--- src/rtl/stopwatch_pkg.sv ---
// Shared constants, FSM states and segment glyphs for the stopwatch display.
// Glyphs are active-high, bit order {g,f,e,d,c,b,a}.
package stopwatch_pkg;

    localparam int SEC_MAX      = 999;
    localparam int FRAC_MAX     = 9;
    localparam int BIN_W        = 10;
    localparam int BCD_W        = 12;
    localparam int SHIFT_CYCLES = 10;
    localparam int SR_W         = BCD_W + BIN_W;

    typedef enum logic [1:0] {
        S_IDLE,
        S_CAPTURE,
        S_SHIFT,
        S_UPDATE
    } state_t;

    localparam logic [6:0] SEG_0     = 7'b0111111;
    localparam logic [6:0] SEG_1     = 7'b0000110;
    localparam logic [6:0] SEG_2     = 7'b1011011;
    localparam logic [6:0] SEG_3     = 7'b1001111;
    localparam logic [6:0] SEG_4     = 7'b1100110;
    localparam logic [6:0] SEG_5     = 7'b1101101;
    localparam logic [6:0] SEG_6     = 7'b1111101;
    localparam logic [6:0] SEG_7     = 7'b0000111;
    localparam logic [6:0] SEG_8     = 7'b1111111;
    localparam logic [6:0] SEG_9     = 7'b1101111;
    localparam logic [6:0] SEG_BLANK = 7'b0000000;

    // Double-dabble correction: every BCD nibble >= 5 gets +3 before the shift.
    function automatic logic [BCD_W-1:0] bcd_adj3(input logic [BCD_W-1:0] b);
        logic [BCD_W-1:0] r;
        r = b;
        for (int i = 0; i < BCD_W / 4; i++) begin
            if (r[i*4 +: 4] >= 4'd5) begin
                r[i*4 +: 4] = r[i*4 +: 4] + 4'd3;
            end
        end
        return r;
    endfunction

endpackage

--- src/rtl/stopwatch_display_seg7.sv ---
// BCD digit to 7-segment glyph; codes 10-15 render blank.
// Polarity is applied by XOR with ACTIVE_LOW.
module seg7_encoder
    import stopwatch_pkg::*;
#(
    parameter bit ACTIVE_LOW = 1'b1
) (
    input  logic [3:0] i_bcd,
    output logic [6:0] o_seg
);

    logic [6:0] w_glyph;

    always_comb begin
        w_glyph = SEG_BLANK;
        case (i_bcd)
            4'd0:    w_glyph = SEG_0;
            4'd1:    w_glyph = SEG_1;
            4'd2:    w_glyph = SEG_2;
            4'd3:    w_glyph = SEG_3;
            4'd4:    w_glyph = SEG_4;
            4'd5:    w_glyph = SEG_5;
            4'd6:    w_glyph = SEG_6;
            4'd7:    w_glyph = SEG_7;
            4'd8:    w_glyph = SEG_8;
            4'd9:    w_glyph = SEG_9;
            default: w_glyph = SEG_BLANK;
        endcase
    end

    assign o_seg = w_glyph ^ {7{ACTIVE_LOW}};

endmodule

--- src/rtl/stopwatch_display.sv ---
// Stopwatch seconds/fraction to four 7-segment digits via a
// sequential double-dabble converter with a tear-free output update.
module stopwatch_display
    import stopwatch_pkg::*;
#(
    parameter int IN_W           = 32,
    parameter bit SEG_ACTIVE_LOW = 1'b1
) (
    input  logic            clk,
    input  logic            rst_n,
    input  logic [IN_W-1:0] seconds,
    input  logic [IN_W-1:0] m_seconds,
    output logic [6:0]      hex3,
    output logic [6:0]      hex2,
    output logic [6:0]      hex1,
    output logic [6:0]      hex0,
    output logic            busy,
    output logic            valid
);

    state_t            r_state;
    state_t            w_next;
    logic [BIN_W-1:0]  r_sec_snap;
    logic [3:0]        r_frac_snap;
    logic              r_done;
    logic [SR_W-1:0]   r_sr;
    logic [3:0]        r_cnt;
    logic              r_busy;
    logic              r_valid;
    logic [3:0]        r_d3;
    logic [3:0]        r_d2;
    logic [3:0]        r_d1;
    logic [3:0]        r_d0;

    logic [BIN_W-1:0]  w_sec_san;
    logic [3:0]        w_frac_san;
    logic              w_change;
    logic [BCD_W-1:0]  w_bcd;
    logic [SR_W-1:0]   w_sr_next;

    // Out-of-range inputs are transient counter glitches; show them as zero.
    always_comb begin
        w_sec_san  = '0;
        w_frac_san = '0;
        if (seconds <= IN_W'(SEC_MAX)) begin
            w_sec_san = seconds[BIN_W-1:0];
        end
        if (m_seconds <= IN_W'(FRAC_MAX)) begin
            w_frac_san = m_seconds[3:0];
        end
    end

    assign w_change = !r_done
                   || (w_sec_san  != r_sec_snap)
                   || (w_frac_san != r_frac_snap);

    assign w_bcd     = r_sr[SR_W-1:BIN_W];
    assign w_sr_next = {bcd_adj3(w_bcd), r_sr[BIN_W-1:0]} << 1;

    always_ff @(posedge clk or negedge rst_n) begin
        if (!rst_n) begin
            r_state <= S_IDLE;
        end else begin
            r_state <= w_next;
        end
    end

    always_comb begin
        w_next = r_state;
        case (r_state)
            S_IDLE: begin
                if (w_change) begin
                    w_next = S_CAPTURE;
                end
            end
            S_CAPTURE: begin
                w_next = S_SHIFT;
            end
            S_SHIFT: begin
                if (r_cnt == 4'd1) begin
                    w_next = S_UPDATE;
                end
            end
            S_UPDATE: begin
                w_next = S_IDLE;
            end
            default: begin
                w_next = S_IDLE;
            end
        endcase
    end

    always_ff @(posedge clk or negedge rst_n) begin
        if (!rst_n) begin
            r_sec_snap  <= '0;
            r_frac_snap <= '0;
            r_done      <= 1'b0;
            r_sr        <= '0;
            r_cnt       <= '0;
            r_busy      <= 1'b0;
            r_valid     <= 1'b0;
            r_d3        <= '0;
            r_d2        <= '0;
            r_d1        <= '0;
            r_d0        <= '0;
        end else begin
            case (r_state)
                S_CAPTURE: begin
                    r_sec_snap  <= w_sec_san;
                    r_frac_snap <= w_frac_san;
                    r_done      <= 1'b1;
                    r_sr        <= {{BCD_W{1'b0}}, w_sec_san};
                    r_cnt       <= 4'(SHIFT_CYCLES);
                    r_busy      <= 1'b1;
                end
                S_SHIFT: begin
                    r_sr  <= w_sr_next;
                    r_cnt <= r_cnt - 4'd1;
                end
                S_UPDATE: begin
                    r_d3    <= w_bcd[11:8];
                    r_d2    <= w_bcd[7:4];
                    r_d1    <= w_bcd[3:0];
                    r_d0    <= r_frac_snap;
                    r_valid <= 1'b1;
                    r_busy  <= 1'b0;
                end
                default: begin
                end
            endcase
        end
    end

    assign busy  = r_busy;
    assign valid = r_valid;

    seg7_encoder #(.ACTIVE_LOW(SEG_ACTIVE_LOW)) u_enc3 (.i_bcd(r_d3), .o_seg(hex3));
    seg7_encoder #(.ACTIVE_LOW(SEG_ACTIVE_LOW)) u_enc2 (.i_bcd(r_d2), .o_seg(hex2));
    seg7_encoder #(.ACTIVE_LOW(SEG_ACTIVE_LOW)) u_enc1 (.i_bcd(r_d1), .o_seg(hex1));
    seg7_encoder #(.ACTIVE_LOW(SEG_ACTIVE_LOW)) u_enc0 (.i_bcd(r_d0), .o_seg(hex0));

endmodule

--- config.mk ---
export PLATFORM = sky130hd
export DESIGN_NAME = stopwatch_display
export DESIGN_NICKNAME = d
export VERILOG_FILES = /design/src/rtl/stopwatch_pkg.sv /design/src/rtl/stopwatch_display_seg7.sv /design/src/rtl/stopwatch_display.sv
export SDC_FILE = /design/constraint.sdc
export NUM_CORES = 1
export LEC_CHECK = 0
export BUFFER_PORTS_ARGS = -buffer_cell sky130_fd_sc_hd__buf_2
export CORE_MARGIN = 10
export CORE_UTILIZATION = 56
export CTS_BUF_LIST = sky130_fd_sc_hd__clkbuf_8
export CTS_CLUSTER_SIZE = 14
export DETAILED_ROUTE_END_ITERATION = 8
export GPL_ROUTABILITY_DRIVEN = 0
export PLACE_DENSITY = 0.93
export SLEW_MARGIN = 30
export SYNTH_ARGS = -nofsm -noshare
export SYNTH_HDL_FRONTEND = slang
export SYNTH_SLANG_ARGS = --single-unit
--- constraint.sdc ---
create_clock -name clk -period 2.3 [get_ports clk]
set_input_delay 0.46 -clock clk [delete_from_list [all_inputs] [get_ports clk]]
set_output_delay 0.46 -clock clk [all_outputs]
set_load 0.02 [all_outputs]
* After elaboration in Yosys (flattened, before gate mapping)
Memories as Yosys holds them, arrays and structs flattened.
Cells that the tools add are included.
** Cells by class
- Add/subtract/negate cells :: 4
- Magnitude comparators :: 5
- Equality and inequality tests :: 8
- Mux-type cells :: 11
- Bitwise logic cells :: 4
- Reductions and logical operators :: 7
** Operators with widths (number)
- $pmux 22 s2 :: 1
- $le 32x10->1 const B :: 1
- $le 32x4->1 const B :: 1
- $not 7->7 :: 4
- $ge 4x3->1 const B :: 3
- $mux 4 :: 3
- $mux 10 :: 1
- $ne 10x10->1 :: 1
- $add 4x2->4 const B :: 2
- $pmux 2 s4 :: 1
- $pmux 4 s2 :: 1
- $eq 2x2->1 const B :: 2
- $eq 4x1->1 const B :: 1
- $mux 2 :: 2
- $ne 2x2->1 const B :: 2
- $ne 4x4->1 :: 1
- $reduce_bool 2->1 :: 2
- $sub 4x1->4 const B :: 1
- $add 3x2->3 const B :: 1
- $mux 3 :: 1
- $eq 2x1->1 const B :: 1
- $logic_not 2->1 :: 1
- $logic_or 1x1->1 :: 2
- $pmux 1 s2 :: 1
- other kinds (2) :: 2
** Storage, ports and cells
- Register bits after elaboration :: 61
- Bits in read-only memories :: 448
- Bits of input ports :: 66
- Output and inout port bits :: 30
- Word-level logic and storage cells :: 55
- Memories :: 4
** Memory list
- (name not given) :: words 16, width 7, read ports 1, clocked after memory_dff 0, write ports 0, RTL line stopwatch_display_seg7.sv:16 : case (i_bcd)
- (name not given) :: words 16, width 7, read ports 1, clocked after memory_dff 0, write ports 0, RTL line stopwatch_display_seg7.sv:16
- (name not given) :: words 16, width 7, read ports 1, clocked after memory_dff 0, write ports 0, RTL line stopwatch_display_seg7.sv:16
- (name not given) :: words 16, width 7, read ports 1, clocked after memory_dff 0, write ports 0, RTL line stopwatch_display_seg7.sv:16

* Logic depth before layout (Yosys ltp)
Gate-level depths: netlist of run 1.
- Depth after elaboration :: 7
- Depth in mapped cells :: 8
- Depth with buffers taken out :: 8

* By module
From an unflattened synthesis of run 1, not the netlist that was laid out.
** Unflattened totals
- Cell total of the unflattened synthesis :: 447
- Area, all modules :: 3973.8 sq um
** By module, submodules not included
- stopwatch_display :: times used 1, cells an instance 335, area an instance 3213.1 sq um, seq. area each 1526.5 sq um
- seg7_encoder :: times used 4, cells an instance 28, area an instance 190.2 sq um, seq. area each 0.0 sq um

* Worst setup path after synthesis of run 1
OpenSTA, ideal clock, no wires.
- Kind :: input to register
- From :: input seconds[15]
- To :: register r_state[1]
- Setup time :: 0.125 ns
- Arrival :: 2.220 ns
- Data required time :: 2.175 ns
- Path slack :: -0.045 ns
- Cell stages on the path :: 7
- Buffers on the path :: 0
- Cells stage by stage :: nor4_2 nand4_2 nor3_1 o22ai_1 a2111oi_4 a41oi_2 mux2_4
** On the way
- Longest elaborated chain between the ends :: 7
** Ends and longest elaborated chain
- start: declaration :: RTL line stopwatch_display.sv:11 : input logic [IN_W-1:0] seconds,
- $le 32x10->1 :: RTL line stopwatch_display.sv:45 : if (seconds <= IN_W'(SEC_MAX)) begin
- $mux 10 :: RTL line stopwatch_display.sv:45
- $ne 10x10->1 :: RTL line stopwatch_display.sv:54 : || (w_sec_san != r_sec_snap)
- $logic_or 1x1->1 :: RTL line stopwatch_display.sv:54
- $logic_or 1x1->1 :: RTL line stopwatch_display.sv:55 : || (w_frac_san != r_frac_snap);
- $ne 2x2->1 (no source line)
- $reduce_and 2->1 (no source line)
- end signal: assignment :: RTL line stopwatch_display.sv:64 : r_state <= w_next;
- end: declaration :: RTL line stopwatch_display.sv:21 : state_t r_state;
No other way between the ends.
A chain may end at the register's enable or synchronous reset.

* Final worst setup path of run 1
- From :: register r_d1[1]
- To :: output hex1[3]
** On the way
- Longest elaborated chain between the ends :: 2
** Ends and longest elaborated chain
- start: declaration :: RTL line stopwatch_display.sv:32 : logic [3:0] r_d1;
- start signal: assignment :: RTL line stopwatch_display.sv:123 : r_d1 <= w_bcd[3:0];
- $mem_v2 16x7
- $not 7->7 (no source line)
- end: declaration :: RTL line stopwatch_display.sv:15 : output logic [6:0] hex1,
No other way between the ends.

==> results of run 1 <==
cells in the mapped netlist, drive strengths merged:
cell     number
or3           2
buf           1
nand3b        2
ha           36
o21ai        53
inv          49
nand4b        1
mux2i         4
nor2         48
o22ai        10
a31oi        12
xor2          3
nand4         4
o32ai         3
o22a          1
o311a         2
nand2b        4
nor4         13
nand2        48
o211ai        1
nor4bb        3
and3          2
a2111oi       1
mux2          1
clkbuf       14
a21boi        1
dfrtp        61
nor4b         1
a41oi         1
a21oi        42
a32o          1
a22oi         5
nor3         12
nand3        13
xnor2        10
or2           6
cell families (layout without fill, tap and decap cells):
group           count (synthesis)  in the layout  share of synthesized area [%]
simple gates                  159            159                           20.1
compound gates                133            133                           19.8
buf+inv                        64            182                           6.05
flops                          61             61                           38.4
fa+ha+maj                      36             36                           11.3
xor+xnor                       13             13                           2.87
mux                             5              5                           1.39
flip-flops by register name (all words and copies together), names as in the netlist, 4 cells and up:
name         flops
r_sr            22
r_d3             4
r_d1             4
r_cnt            4
r_frac_snap      4
r_sec_snap      10
r_d2             4
r_d0             4
layout make-up:
| cell class | count | area (sq um) | share of cell area [%] |
|---|---|---|---|
| flip-flops and latches | 61 | 1530 | 31.3 |
| clock inverters | 7 | 35.0 | 0.716 |
| inverters | 49 | 184 | 3.76 |
| multi-input cells | 346 | 2250 | 45.9 |
| repair buffers | 117 | 653 | 13.4 |
| clock buffers | 9 | 124 | 2.53 |
| well taps | 96 | 120 | 2.46 |
layer usage:
metal | wire [um] | up-vias | track usage [%]
li1 | - | 1870 | -
met1 | 4160 | 1773 | 21.4
met2 | 5270 | 133 | 32.5
met3 | 641 | 18 | 5.39
met4 | 146 | 0 | 6.56
met5 | 0 | - | 0
report_power, final:
group / switching [uW] / internal [uW] / total, uW
Combinational: 1010 / 588 / 1590
Sequential: 134 / 1250 / 1390
Clock: 412 / 374 / 786
Total: 1550 / 2210 / 3770
metrics by stage:
step                      instance area, sq um  hold WS (ns)  TNS, ns
after global placement                    4690         0.461   -0.203
after floorplan                           3990         0.164        0
after CTS                                 4860         0.115        0
final                                     4890         0.113        0
after global routing                      4890         0.128        0
after detailed placement                  4690         0.470   -0.330
worst reg2reg max path: stages (launching register included):
cell and delay, ns:
dfrtp_1 0.43, nor4bb_1 0.31, a31oi_1 0.07, nor3_1 0.13, o21ai_1 0.13, a2111oi_4 0.34
a41oi_2 0.19, mux2_4 0.33
timing repair:
item / CTS / global route
hold buffers: 0 / 0
pin swaps: 0 / 1
setup endpoints to repair: 3 / 7
gates resized for setup: 1 / 6
setup buffers: 1 / 1
cloned: 0 / 0
final timing paths:
| check | startpoint | end | slack, ns | depth (start not counted) |
|---|---|---|---|---|
| min reg2reg | valid | valid | 0.49 | 1 |
| min | rst_n | r_sec_snap[5] | 0.11 | 1 |
| max in group asynchronous | rst_n | r_d3[1] | 1.59 | 2 |
| max reg2reg | r_sec_snap[6] | r_state[1] | 0.26 | 7 |
| max | r_d1[1] | hex1[3] | 0.14 | 6 |
| min in group clk | m_seconds[0] | r_frac_snap[0] | 0.40 | 3 |
==> impl_results.md, run 1 <==
- Slew margin rel.: 62.4%
- First-pass GRT wire length: 17,400 um
- DRC: 0
- Drt first pass iters: 6
- Yosys top cell area share: 38.4%
- DR vias/cell: 5.54
- Critical Path AT: 1.70 ns
- Largest net degree at the start of global routing: 35
- DR iter-0 viols: 195
- Syn Inst Count: 471
- Starting Density: 58.2%
- Port buffer count: 95
- Slew @ Worst Pin: 0.564 ns
- Nets: 686
- Synth unique cells: 41
- H-Tree Depth: 3
- Worst path max stage delay: 0.41 ns
- Io pins: 96
- RSZ-0062 raised after global routing: false
- Fmax: 462 MHz
- Commonest non-fill, non-tap cell in the layout: buf_2
- Row cnt: 30
- Outcome: finished, final reports clean
- Part of the Yosys area used for sequential elements: 38.4%
- Cell chain of the critical path: inv_1 > ha_1 > or2_2 > a21oi_1 > nor2_1 > buf_2
- Setup violators final: 0
- Post-synth top area cell: dfrtp_1
- Slowest cell on crit path: dfrtp_2
- Worst slack at placement: -0.222 ns
- CP Buf/Inv Count: 2
- Vias: 3,794
- CORE AREA: 0.00683 sq mm
- Yosys warning count: 0
- Total routed wirelength: 10,200 um
- Synthesized flop and latch total: 61
- Clock Skew: 0.00927 ns
- Die height: 104 um
- Routed Antenna Nets: 0
- CTS Root Cell: clkbuf_8
- Dominant cells by area after synthesis: dfrtp_1, ha_1, o21ai_0, a21oi_1, inv_1
- Non-filler cells, final: 685
- Skew-Pair Late Insertion Delay: 0.34 ns
- WL/cell: 14.9 um
- Pwr Density: 770 mW/mm^2
- CTS tree: yes
- Fin crit share: 94.1%
- Final hold viol count: 0
- Total power: 3770 uW
- Num CTS Buffers: 9
- Slew Viols, Final: 0
- Leak Pwr: 0.00231 uW
- Share of cells above drive strength 1: 27.2%
- Post-synth net total: 573
- DP Cell Count: 667
- Initial antenna violation count: 0
- Reg clk slew, reported paths: 0.07 ns
- FILL cells: 515
- Max-cap violations: 0
- Clk sinks: 61
- Final Util: 71.6%
- Max clock buf depth: 2
- Crit Path Class: register to primary output
- Mean Syn Cell Area: 8.43 sq um
- Vias in the first global route: 3,887
- CP startpoint kind: register
- Crit path max-delay family: flip-flops
- Aggregate global routing overflow: 0
- Post-DP HPWL: 7870 um
- Total GRT Usage: 18.7%
- Worst min-delay path class: input pin to async pin
- Final setup margin: 0.136 ns
- CP required: 1.84 ns
- Max IR drop VDD: 0.000510 V
- Die area: 0.0109 sq mm
- Area of the mapped netlist: 0.00397 sq mm
- DIE WIDTH: 104 um
- ANT cells: 0
- Area growth from synthesis to layout: 23.1%
- Most frequent cells in the layout: buf_2, dfrtp_1, o21ai_0, inv_1, nand2_1
- Crit. End Element: primary output
- Crit path time final: 2.16 ns
- Critical path peak fanout: 6
No activity file was read; power rests on OpenSTA's default activity.
==> inputs of run 2 (changes only) <==
- SYNTH_HIERARCHICAL: default -> 1
==> impl_results.md, run 2 <==
- Outcome: finished, final reports clean
- Post-DP HPWL: 7500 um
- FILL cells: 504
- Crit. End Element: register
- Post-synth top area cell: dfrtp_1
- Max FFs per register: 22
- CTS Root Cell: clkbuf_8
- Ys flop type: dfrtp_1
- Cell chain of the critical path: buf_2 > or4_4 > nor3_4 > and3_1 > buf_4 > a32oi_1 > a2111oi_4 > a22oi_2 > mux2_4
- Fin crit share: 96.1%
- Most common cell in the netlist: dfrtp_1
- Row cnt: 30
- Setup violators final: 0
- Drt first pass iters: 5
- Aggregate global routing overflow: 0
- Critical Path AT: 2.44 ns
- Total GRT Usage: 17.9%
- Flop-to-flop setup slack: 0.46 ns
- Multi-input logic area: 0.00215 sq mm
- Non-filler cells, final: 661
- Final hold viol count: 0
- Synth unique cells: 44
- Initial antenna violation count: 0
- Area of the mapped netlist: 0.00397 sq mm
- CP Buf/Inv Count: 2
- RSZ-0062 raised after global routing: true
- CTS Hold Bufs: 0
- Crit path time final: 2.21 ns
- Worst r2r path cells: 4
- DRC: 0
- Clock Skew: 0.00446 ns
- Max-cap violations: 0
- WL/cell: 14.6 um
- CP startpoint kind: input pin
- CP required: 2.53 ns
- Die area: 0.0109 sq mm
- Total routed wirelength: 9660 um
- Area growth from synthesis to layout: 22.7%
- Nets: 658
- Starting Density: 58.2%
- Yosys top cell area share: 38.4%
- Setup_tns: 0 ns
- CTS tree: yes
- Max clock buf depth: 2
- Clk sinks: 61
- Hold slack: 0.111 ns
- Crit path max-delay family: simple AND/OR/NAND/NOR gates
- Largest Register: r_sr
- Die height: 104 um
- Part of the Yosys area used for sequential elements: 38.4%
- Most frequent cells in the layout: buf_2, dfrtp_1, inv_1, o21ai_0, nor2_1
- Io pins: 96
- Top flop regs: r_sr (22), r_sec_snap (10)
- Yosys warning count: 6
- DR iter-0 viols: 206
- Mean Syn Cell Area: 8.89 sq um
- Largest net degree at the start of global routing: 62
- DP Cell Count: 645
- Max IR drop VDD: 0.000541 V
- Port buffer count: 95
- Critical path peak fanout: 9
- Commonest non-fill, non-tap cell in the layout: buf_2
- First-pass GRT wire length: 16,800 um
- Leak Pwr: 0.00238 uW
- Top cells by count, synth: dfrtp_1, inv_1, o21ai_0, nor2_1, a21oi_1
- DIE WIDTH: 104 um
- DR vias/cell: 5.48
- Slowest cell on crit path: or4_4
- Crit Path Class: input pin to register
- Dominant cells by area after synthesis: dfrtp_1, ha_1, o21ai_0, a21oi_1, inv_1
- Post-CTS Setup Bufs: 0
- Worst r2r dst: r_sr[14]
- Num CTS Buffers: 9
- Post-synth ARST share: 100%
- H-Tree Depth: 3
- Post-synth net total: 545
- Worst path max stage delay: 0.54 ns
- Worst min-delay path class: input pin to async pin
- CORE AREA: 0.00683 sq mm
- Slew @ Worst Pin: 0.774 ns
- Reg2reg start: r_state[0]
- Skew-Pair Late Insertion Delay: 0.34 ns
- ANT cells: 0
- Vias in the first global route: 3,817
- Synthesized flop and latch total: 61
- Vias: 3,625
- Register area: 0.00153 sq mm
- Pwr Density: 785 mW/mm^2
- CTS resizes: 0
- Cell area after layout: 0.00487 sq mm
- Number of flops mapped to enable cells by yosys: 0
- Share of cells above drive strength 1: 29.9%
- Fmax: 453 MHz
- Routed Antenna Nets: 0
- Placed instance area: 0.00467 sq mm
- Syn Inst Count: 447
- Reg clk slew, reported paths: 0.07 ns
- Slew margin rel.: 48.4%
- Slew Viols, Final: 0
## run 2: cell count changes in the layout (fill, tap and decap cells not counted), sizes merged, moves of 5 or more
cell    before  now
buf        117  122
mux2         1   17
nand2       48   13
nand2b       4   11
nand3       13   22
nor2        48   42
nor3        12    4
o21ai       53   43
## run 2: worst max path at each step
stage                      startpoint         end  cells after the start
final                     seconds[30]  r_state[1]                      9
after CTS                     r_d1[1]     hex1[3]                      6
after global routing      seconds[30]  r_state[1]                      9
after floorplan           seconds[30]  r_state[1]                      8
after global placement    seconds[30]  r_state[1]                      9
after detailed placement  seconds[30]  r_state[1]                      9
## run 2: layout make-up
type | instances | share of cell area, %
Multi-Input combinational cell | 315 | 44.1
Clock buffer | 10 | 2.82
Clock inverter | 6 | 1.13
Timing Repair Buffer | 122 | 14.2
Tap cell | 96 | 2.46
Inverter | 51 | 3.93
Sequential cell | 61 | 31.3
## run 2: routing by layer
layer  GRT usage [%]  wire length [um]  vias to the layer above  part of all wire [%]
li1                -                 -                     1796                     -
met1            19.2              3890                     1711                    40
met2            31.8              4940                       98                    51
met3            5.58               655                       20                   6.8
met4            7.06               174                        0                   1.8
met5               0                 0                        -                     0
## run 2: logic make-up (layout without fill, tap and decap cells)
group / count (synthesis) / count (layout) / synth area share (%)
muxes: 18 / 18 / 5.16
xor gates and xnor gates: 13 / 13 / 2.87
DFF: 61 / 61 / 38.4
and+or+nand+nor: 129 / 129 / 16.9
adders and majority gates: 32 / 32 / 10.1
buffers and inverters: 71 / 189 / 7.65
AOI/OAI and AO/OA: 123 / 123 / 19.0
## run 2: through the flow
stage	util (%)	power (uW)	setup slack (ns)
floorplan	-	2430	-0.188
global placement	68.4	2810	-0.235
detailed placement	68.4	2900	-0.265
CTS	71.2	3840	0.0705
global route	71.4	4110	-0.0148
finish	71.4	3830	0.0902
## run 2: where the power goes
group          internal (uW)  switching, uW
clock                    518            414
sequential              1250            130
combinational            593            920
